<file path="src/rtl/cam_pkg.sv">
// Shared encodings for the OV7670 capture path: input formats, FSM states
// and a few RGB332 reference colours.
package cam_pkg;

    typedef enum logic [1:0] {
        FMT_RGB565 = 2'd0,
        FMT_RGB444 = 2'd1,
        FMT_YUV422 = 2'd2,
        FMT_RSVD   = 2'd3
    } fmt_t;

    typedef enum logic [1:0] {
        IDLE     = 2'd0,
        WAIT_SOF = 2'd1,
        ACTIVE   = 2'd2
    } state_t;

    localparam logic [7:0] RED   = 8'hE0;
    localparam logic [7:0] GREEN = 8'h1C;
    localparam logic [7:0] BLUE  = 8'h03;

endpackage

</file>
<file path="src/rtl/pixel_pack.sv">
// Combinational reduction of a two-byte camera pixel to RGB332 or 8-bit grey.
module pixel_pack
    import cam_pkg::*;
(
    input  logic [7:0] hi,
    input  logic [7:0] lo,
    input  logic [1:0] format,
    output logic [7:0] pixel
);

    always_comb begin
        pixel = {hi[7:5], hi[2:0], lo[4:3]};
        case (fmt_t'(format))
            FMT_RGB444: pixel = {hi[3:1], lo[7:5], lo[3:2]};
            FMT_YUV422: pixel = hi;
            default:    pixel = {hi[7:5], hi[2:0], lo[4:3]};
        endcase
    end

endmodule

</file>
<file path="src/rtl/ov7670_capture.sv">
// OV7670 frame grabber: syncs to VSYNC/HREF, packs byte pairs into 8-bit
// pixels and emits RAM write strobes with optional 2x2 subsampling.
module ov7670_capture
    import cam_pkg::*;
#(
    parameter int OUT_W  = 176,
    parameter int OUT_H  = 144,
    parameter int ADDR_W = 15
) (
    input  logic              CLOCK,
    input  logic              RESET_N,
    input  logic              VSYNC,
    input  logic              HREF,
    input  logic [7:0]        DATA_IN,
    input  logic [1:0]        FORMAT,
    input  logic              DECIM,
    input  logic              CAPTURE_EN,
    output logic [ADDR_W-1:0] W_ADDR,
    output logic [7:0]        W_DATA,
    output logic              W_EN,
    output logic              FRAME_DONE,
    output logic              BUSY,
    output logic [7:0]        FRAME_CNT,
    output logic              LINE_OVF,
    output logic              FRAME_OVF
);

    // Source x saturates well above OUT_W so an over-long line keeps overflowing.
    localparam int XW = $clog2(2 * OUT_W + 2) + 1;
    localparam int YW = $clog2(OUT_H + 1);
    localparam logic [XW-1:0]     X_LIMIT   = XW'(OUT_W);
    localparam logic [YW-1:0]     Y_LIMIT   = YW'(OUT_H);
    localparam logic [ADDR_W-1:0] LINE_STEP = ADDR_W'(OUT_W);

    state_t state_reg, state_next;

    logic              vsync_reg, href_reg, vsync_prev, href_prev;
    logic [7:0]        data_reg, hi_reg;
    logic              phase_reg;
    logic [XW-1:0]     x_reg, x_out;
    logic [YW-1:0]     y_reg;
    logic              y_odd_reg;
    logic [ADDR_W-1:0] line_base_reg;
    logic [1:0]        fmt_reg;
    logic              decim_reg;
    logic [7:0]        pixel;

    logic vsync_rise, vsync_fall, href_fall, pix_done, in_active;
    logic line_keep, x_keep, line_fits, x_fits, pix_ok;
    logic write_hit, line_ovf_hit, frame_ovf_hit;
    logic arm, start_frame, end_frame;

    pixel_pack u_pack (
        .hi     (hi_reg),
        .lo     (data_reg),
        .format (fmt_reg),
        .pixel  (pixel)
    );

    assign vsync_rise = vsync_reg & ~vsync_prev;
    assign vsync_fall = ~vsync_reg & vsync_prev;
    assign href_fall  = href_prev & ~href_reg;
    assign pix_done   = href_reg & phase_reg;
    assign in_active  = (state_reg == ACTIVE);

    assign x_out     = decim_reg ? (x_reg >> 1) : x_reg;
    assign x_keep    = ~decim_reg | ~x_reg[0];
    assign line_keep = ~y_odd_reg;
    assign line_fits = (y_reg < Y_LIMIT);
    assign x_fits    = (x_out < X_LIMIT);

    // Frame end wins over a pixel completing in the same cycle.
    assign pix_ok        = in_active & pix_done & ~vsync_rise & line_keep & x_keep;
    assign write_hit     = pix_ok & line_fits & x_fits;
    assign line_ovf_hit  = pix_ok & line_fits & ~x_fits;
    assign frame_ovf_hit = pix_ok & ~line_fits;

    assign arm         = (state_reg == IDLE) & CAPTURE_EN;
    assign start_frame = (state_reg == WAIT_SOF) & vsync_fall;
    assign end_frame   = in_active & vsync_rise;

    assign BUSY = (state_reg != IDLE);

    always_comb begin
        state_next = state_reg;
        case (state_reg)
            IDLE:     if (CAPTURE_EN) state_next = WAIT_SOF;
            WAIT_SOF: if (vsync_fall) state_next = ACTIVE;
            ACTIVE:   if (vsync_rise) state_next = CAPTURE_EN ? WAIT_SOF : IDLE;
            default:  state_next = IDLE;
        endcase
    end

    always_ff @(posedge CLOCK or negedge RESET_N) begin
        if (!RESET_N) begin
            state_reg <= IDLE;
        end else begin
            state_reg <= state_next;
        end
    end

    always_ff @(posedge CLOCK or negedge RESET_N) begin
        if (!RESET_N) begin
            vsync_reg     <= 1'b0;
            href_reg      <= 1'b0;
            data_reg      <= 8'd0;
            vsync_prev    <= 1'b0;
            href_prev     <= 1'b0;
            phase_reg     <= 1'b0;
            hi_reg        <= 8'd0;
            x_reg         <= '0;
            y_reg         <= '0;
            y_odd_reg     <= 1'b0;
            line_base_reg <= '0;
            fmt_reg       <= 2'd0;
            decim_reg     <= 1'b0;
            W_ADDR        <= '0;
            W_DATA        <= 8'd0;
            W_EN          <= 1'b0;
            FRAME_DONE    <= 1'b0;
            FRAME_CNT     <= 8'd0;
            LINE_OVF      <= 1'b0;
            FRAME_OVF     <= 1'b0;
        end else begin
            vsync_reg  <= VSYNC;
            href_reg   <= HREF;
            data_reg   <= DATA_IN;
            vsync_prev <= vsync_reg;
            href_prev  <= href_reg;

            // A line ending on an odd byte leaves phase at 1; clearing it drops that byte.
            phase_reg <= href_reg ? ~phase_reg : 1'b0;
            if (href_reg && !phase_reg) begin
                hi_reg <= data_reg;
            end

            W_EN       <= write_hit;
            FRAME_DONE <= end_frame;
            if (write_hit) begin
                W_ADDR <= line_base_reg + ADDR_W'(x_out);
                W_DATA <= pixel;
            end
            if (end_frame) begin
                FRAME_CNT <= FRAME_CNT + 8'd1;
            end

            if (arm) begin
                LINE_OVF  <= 1'b0;
                FRAME_OVF <= 1'b0;
            end else begin
                if (line_ovf_hit)  LINE_OVF  <= 1'b1;
                if (frame_ovf_hit) FRAME_OVF <= 1'b1;
            end

            if (start_frame) begin
                x_reg         <= '0;
                y_reg         <= '0;
                y_odd_reg     <= 1'b0;
                line_base_reg <= '0;
                fmt_reg       <= FORMAT;
                decim_reg     <= DECIM;
            end else if (in_active) begin
                if (href_fall) begin
                    x_reg     <= '0;
                    y_odd_reg <= decim_reg & ~y_odd_reg;
                    if (line_keep && line_fits) begin
                        y_reg         <= y_reg + 1'b1;
                        line_base_reg <= line_base_reg + LINE_STEP;
                    end
                end else if (pix_done && (x_reg != '1)) begin
                    x_reg <= x_reg + 1'b1;
                end
            end
        end
    end

endmodule
</file>
<file path="config.mk">
export PLATFORM = sky130hd
export DESIGN_NAME = ov7670_capture
export DESIGN_NICKNAME = d
export VERILOG_FILES = /design/src/rtl/cam_pkg.sv /design/src/rtl/pixel_pack.sv /design/src/rtl/ov7670_capture.sv
export SDC_FILE = /design/constraint.sdc
export NUM_CORES = 1
export LEC_CHECK = 0
export CAP_MARGIN = 20
export CORE_MARGIN = 3
export CORE_UTILIZATION = 60
export DETAILED_ROUTE_END_ITERATION = 8
export GPL_ROUTABILITY_DRIVEN = 0
export PLACE_DENSITY_LB_ADDON = 0.12
export RECOVER_POWER = 100
export SYNTH_ARGS = -nofsm -noshare
export SYNTH_HDL_FRONTEND = slang
export SYNTH_SLANG_ARGS = --single-unit
</file>
<file path="constraint.sdc">
create_clock -name CLOCK -period 5.4 [get_ports CLOCK]
set_input_delay 0.54 -clock CLOCK [delete_from_list [all_inputs] [get_ports CLOCK]]
set_output_delay 0.54 -clock CLOCK [all_outputs]
set_load 0.01 [all_outputs]
</file>
==> results.py, run 1 <==
metrics = {
    "setup_path": {
        "crit_fanout": 20,
        "worstPathRequired_ns": 5.66,
        "worstPathArrival_ns": 3.06,
        "r2r_start": "decim_reg",
        "crit_start": "decim_reg",
        "r2r_slack_ns": 2.60,
        "path_class": "reg2reg",
        "rr_worst_depth": 6,
        "start_kind": "flop",
        "cp-end-kind": "flop",
        "rr_endpoint": "W_DATA[3]",
    },
    "routing": {
        "drt-initial-drc-count": 183,
        "wl_um": 9050,
        "vias_per_cell": 5.77,
        "first_pass_iters": 4,
        "wl_per_cell_um": 16.2,
        "via_count": 3219,
        "drtAntennaViolNets": 0,
        "drc_errors": 0,
    },
    "sta": {
        "finalHoldViolations": 0,
        "setup_viol": 0,
        "setup_tns_ns": 0,
        "slew_headroom": -0.0351,
        "skew_ns": 0.00834,
        "worst_pin_slew_ns": 1.55,
        "rsz0062_at_grt": "no",
        "fin_crit_ns": 2.80,
        "maxSlewViolCount": 31,
        "final.period_utilization": 0.519,
        "fmax_ghz": 0.357,
    },
    "cts": {
        "path_clk_slew_ns": 0.10,
        "tritoncts": "built",
        "cts_root_buffer": "clkbuf_8",
        "post-cts-setup-buffers": 0,
        "h-tree-depth": 3,
        "clkLatencyLatePin_ns": 0.37,
        "cts_hold_buf": 0,
        "clockBufferDepth": 2,
        "clock-sinks": 91,
        "cts_resized": 0,
        "cts_made_buffers": 9,
    },
    "pwr": {
        "ir_drop_v": 0.000268,
        "p_leak_nw": 2.40,
        "p_per_area_nw_per_um2": 379,
    },
    "finish": {
        "largest_register_ffs": 15,
        "final_nets": 486,
        "fin_util": 0.741,
        "drive_gt1_frac": 0.126,
        "n_antenna_cell": 0,
        "area_growth_pct": 17.0,
        "stdcell_area_um2": 5170,
    },
    "global_route": {
        "antenna_found_initial": 0,
        "grt_pass1_wl_um": 15700,
        "grt_use_total": 0.235,
        "grt_pass1_vias": 3317,
        "grt_max_degree": 63,
        "gr-total-overflow": 0,
    },
    "floorplan": {
        "core-area_um2": 6980,
        "start_util": 0.633,
        "dieArea_um2": 8440,
        "die_h_um": 91.8,
        "chipWidth_um": 91.8,
        "num_rows": 30,
        "ios": 52,
    },
    "yosys": {
        "ys_ff_latch": 91,
        "synthArstFlopShare": 1.00,
        "netlist_instances": 414,
        "synth_top_area_cell": "dfrtp_1",
        "yosysWarnings": 0,
        "dominantRegCellSynth": "dfrtp_1",
        "syn_nets": 443,
        "synthMuxAreaShare": 0.106,
        "synthXorXnorAreaFrac": 0.0574,
        "synth_top_area_frac": 0.515,
        "synth_top_family_by_area": "simple AND/OR/NAND/NOR gates",
        "syn_area_um2": 4420,
        "yosysSeqAreaShare": 0.515,
        "synth_compound_area_frac": 0.108,
        "synth_adder_area_share": 0.0368,
        "synth_area_per_cell_um2": 10.7,
        "synth_cell_types": 46,
        "yosys.area_share.simple": 0.146,
        "ys_top_cells_by_area": "dfrtp_1 51%, mux2_2 9.9%, xnor2_1 4.8%",
        "synth_edf_count": 0,
    },
    "min_path": {
        "holdPathStages": 0,
        "hp-start": "href_reg",
        "hp-class": "reg2reg",
        "min_to": "href_prev",
    },
    "outcome": {
        "outcome": "complete, but fails checks",
        "failed_checks": "max-capacitance violations, max-slew violations",
    },
    "place": {
        "port_buffers": 51,
        "hpwl_um": 6310,
        "placed_area_um2": 4970,
    },
    "job": {
        "cap_violations": 1,
    },
}
## layout by cell type, fill, tap and decap left out, drive strengths merged, types with 6 or more instances in the layout
cell type	n
dfrtp	91
dlygate4sd3	46
mux2	39
nand2	35
o21ai	34
nor2	27
xnor2	24
a21oi	16
ha	13
inv	13
clkbuf	13
nand3	10
nand4	9
nand2b	7
nor3	6
a22oi	6
## how the worst max path moves through the flow
stage             endpoint  slack (ns)  depth (start not counted)
5_1_grt        data_reg[3]        2.00                          2
3_5_place_dp    W_ADDR[14]        2.70                          7
2_1_floorplan   W_ADDR[12]        2.75                          9
6_report         W_DATA[3]        2.60                          6
3_3_place_gp    W_ADDR[11]        2.80                          7
4_1_cts         W_ADDR[14]        2.68                          7
## Yosys cell counts, types with 4 or more instances
library cell and instances:
nand3_1 10, o31ai_1 5, o21ai_0 34, xor2_1 5, a22oi_1 6, inv_1 11
ha_1 13, mux2_2 39, nand4_1 9, or3_1 4, clkbuf_1 17, a21oi_1 16
nor3_1 6, nand2b_1 7, nor2b_1 5, dfrtp_1 91, xnor2_1 24, nand2_1 35
nor2_1 27, and3_1 5, a22o_1 4
## routing by layer
| layer | up-vias | part of all wire | GRT usage |
|---|---|---|---|
| met4 | 0 | 0.014 | 0.0928 |
| met5 | - | 0 | 0 |
| met3 | 12 | 0.044 | 0.0427 |
| met2 | 85 | 0.51 | 0.386 |
| met1 | 1568 | 0.44 | 0.308 |
| li1 | 1554 | - | - |
## power breakdown
group,internal [mW],switching (mW)
logic,0.273,0.287
registers,0.791,0.122
clock network,0.232,0.255
## layout make-up
type | instances | area, um2
multi-input cells | 291 | 2010
inverters | 11 | 41.3
clock inverters | 6 | 72.6
clock buffers | 10 | 138
flip-flops and latches | 91 | 2280
repair buffers | 53 | 513
well taps | 96 | 120
fillers | 510 | 1810
## worst max-delay path, cell delays in order (launching register included)
cell	delay [ns]
dfrtp_1	0.60
nand2b_1	0.27
nor2_1	0.12
a211o_1	0.13
nand2b_1	0.27
clkbuf_1	0.87
mux2_2	0.43
## per-stage QoR
stage	worst slack (ns)	hold WS, ns	std cells	power, mW
global route	2.00	0.459	558	2.08
finish	2.60	0.433	558	1.96
global placement	2.80	0.398	541	1.48
floorplan	2.75	0.244	414	1.28
detailed placement	2.70	0.404	541	1.51
CTS	2.68	0.0910	557	1.99
## cells by family (layout without fill, tap and decap cells)
logic type	Yosys count	in the layout
AO/OA/AOI/OAI	79	79
flip-flops	91	91
AND/OR/NAND/NOR	127	127
adder cells (fa/ha/maj)	13	13
buffers and inverters	32	80
XOR/XNOR	29	29
other	1	1
multiplexers	42	42
No activity file was read; power rests on OpenSTA's default activity.
==> inputs of run 2 (changes only) <==
--- a/config.mk
+++ b/config.mk
@@ -7,7 +7,7 @@
 export LEC_CHECK = 0
 export CAP_MARGIN = 20
 export CORE_MARGIN = 3
-export CORE_UTILIZATION = 60
+export CORE_UTILIZATION = 56
 export DETAILED_ROUTE_END_ITERATION = 8
 export GPL_ROUTABILITY_DRIVEN = 0
 export PLACE_DENSITY_LB_ADDON = 0.12
==> constraint.sdc (replaced) <==
create_clock -name CLOCK -period 2.63 [get_ports CLOCK]
set_input_delay 0.263 -clock CLOCK [delete_from_list [all_inputs] [get_ports CLOCK]]
set_output_delay 0.263 -clock CLOCK [all_outputs]
set_load 0.01 [all_outputs]
==> run 2 against run 1 <==
Against the previous run:
- the flow now finishes without violations
- critical path depth increased by 1
- count of clock-buffer cells in the layout decreased by 1
- critical endpoint is now W_ADDR[12]
- sequential share of layout area decreased by 0.55 points
- die area increased by 6.7%
==> results.py, run 2 (synthesis gave the netlist of run 1 again) <==
metrics = {
    "floorplan": {
        "die_h_um": 94.9,
        "chipWidth_um": 94.9,
        "core-area_um2": 7450,
        "num_rows": 31,
        "dieArea_um2": 9000,
        "ios": 52,
        "start_util": 0.594,
    },
    "pwr": {
        "ir_drop_v": 0.000531,
        "p_leak_nw": 2.44,
        "power.total_mw": 4.10,
        "p_per_area_nw_per_um2": 783,
    },
    "setup_path": {
        "worstPathArrival_ns": 2.75,
        "cp-end-kind": "flop",
        "crit_start": "decim_reg",
        "crit_path_end": "W_ADDR[12]",
        "rr_endpoint": "W_ADDR[12]",
        "r2r_slack_ns": 0.14,
        "crit_fanout": 9,
        "worstPathRequired_ns": 2.89,
        "rr_worst_depth": 7,
        "start_kind": "flop",
        "r2r_start": "decim_reg",
        "path_class": "reg2reg",
    },
    "finish": {
        "final_nets": 494,
        "layout_commonest_cell": "dfrtp_1",
        "final_cell_mix": "90 x dfrtp_1, 47 x dlygate4sd3_1, 39 x mux2_2",
        "largest_register_ffs": 15,
        "drive_gt1_frac": 0.134,
        "nFillCells": 570,
        "area_growth_pct": 18.6,
        "n_antenna_cell": 0,
        "fin_util": 0.704,
    },
    "routing": {
        "first_pass_iters": 6,
        "drc_errors": 0,
        "via_count": 3212,
        "wl_um": 8950,
        "wl_per_cell_um": 15.8,
        "drtAntennaViolNets": 0,
        "vias_per_cell": 5.65,
        "drt-initial-drc-count": 151,
    },
    "global_route": {
        "gr-total-overflow": 0,
        "grt_pass1_wl_um": 15000,
        "grt_max_degree": 51,
        "grt_pass1_vias": 3138,
        "antenna_found_initial": 0,
        "grt_use_total": 0.216,
    },
    "cts": {
        "clkLatencyLatePin_ns": 0.37,
        "cts_made_buffers": 9,
        "path_clk_slew_ns": 0.09,
        "tritoncts": "built",
        "clock-sinks": 91,
        "clockBufferDepth": 2,
        "post-cts-setup-buffers": 0,
        "h-tree-depth": 3,
        "cts_root_buffer": "clkbuf_8",
    },
    "place": {
        "port_buffers": 51,
        "hpwl_um": 6380,
    },
    "min_path": {
        "hp-class": "reg2reg",
    },
    "sta": {
        "maxSlewViolCount": 0,
        "slew_headroom": 0.175,
        "setup_tns_ns": 0,
        "final.period_utilization": 0.948,
        "fmax_ghz": 0.401,
        "worst_pin_slew_ns": 1.24,
        "finalHoldViolations": 0,
        "fin_crit_ns": 2.49,
        "skew_ns": 0.0107,
        "rsz0062_at_grt": "no",
        "setup_viol": 0,
    },
    "outcome": {
        "outcome": "complete, no violations",
    },
    "job": {
        "cap_violations": 0,
    },
}
==> run 2: repair_timing <==
item / in CTS / in global routing
resized for setup: 0 / 1
hold endpoints to repair: 49 / 0
setup endpoints to repair: 0 / 3
hold buffers: 1 / 0
==> run 2: area by class of cell <==
class / instances / area, um2 / share of cell area
Sequential cell: 91 / 2280 / 0.435
Timing Repair Buffer: 61 / 566 / 0.108
Clock buffer: 9 / 124 / 0.0236
Clock inverter: 6 / 97.6 / 0.0186
Inverter: 11 / 41.3 / 0.00787
Multi-Input combinational cell: 291 / 2010 / 0.384
Tap cell: 99 / 124 / 0.0236
==> run 2: worst min-delay path by stage <==
stage                          start            to  cells past startpoint  slack, ns
after global routing      DATA_IN[6]   data_reg[6]                      1       0.42
after CTS                 DATA_IN[7]   data_reg[7]                      1       0.31
after detailed placement     RESET_N      y_reg[2]                      1       0.33
after global placement       RESET_N      y_reg[4]                      1       0.33
after floorplan              RESET_N  FRAME_CNT[0]                      0      -0.03
final                       href_reg     href_prev                      0       0.43
==> run 2: metrics by stage <==
stage                     setup WS (ns)  cells  hold WS (ns)  area [um2]
after global routing             0.0244    568         0.418        5240
after CTS                        0.0640    568         0.308        5280
after global placement            0.228    552         0.334        5040
final                             0.137    568         0.426        5240
after detailed placement         0.0909    552         0.334        5040
after floorplan                  0.0854    414       -0.0326        4420
==> run 2: power by group <==
group	internal (mW)	switching (mW)	total, mW	leakage (nW)
sequential	1.63	0.225	1.85	1.19
clock	0.545	0.518	1.06	0.112
combinational	0.573	0.615	1.19	1.14
total	2.75	1.36	4.10	2.44
==> run 2: worst max-delay path, cell delays in order, from the launching register on <==
cell     delay (ns)
dfrtp_2        0.46
mux2_2         0.36
ha_1           0.33
a21oi_1        0.32
o21ai_0        0.31
a32oi_1        0.27
xnor2_1        0.08
mux2_2         0.26
==> run 2: layer usage <==
| layer | up-vias | GRT usage | share of wire |
|---|---|---|---|
| li1 | 1562 | - | - |
| met4 | 0 | 0.0601 | 0.014 |
| met5 | - | 0 | 0 |
| met1 | 1566 | 0.282 | 0.44 |
| met3 | 14 | 0.0590 | 0.043 |
| met2 | 70 | 0.353 | 0.50 |
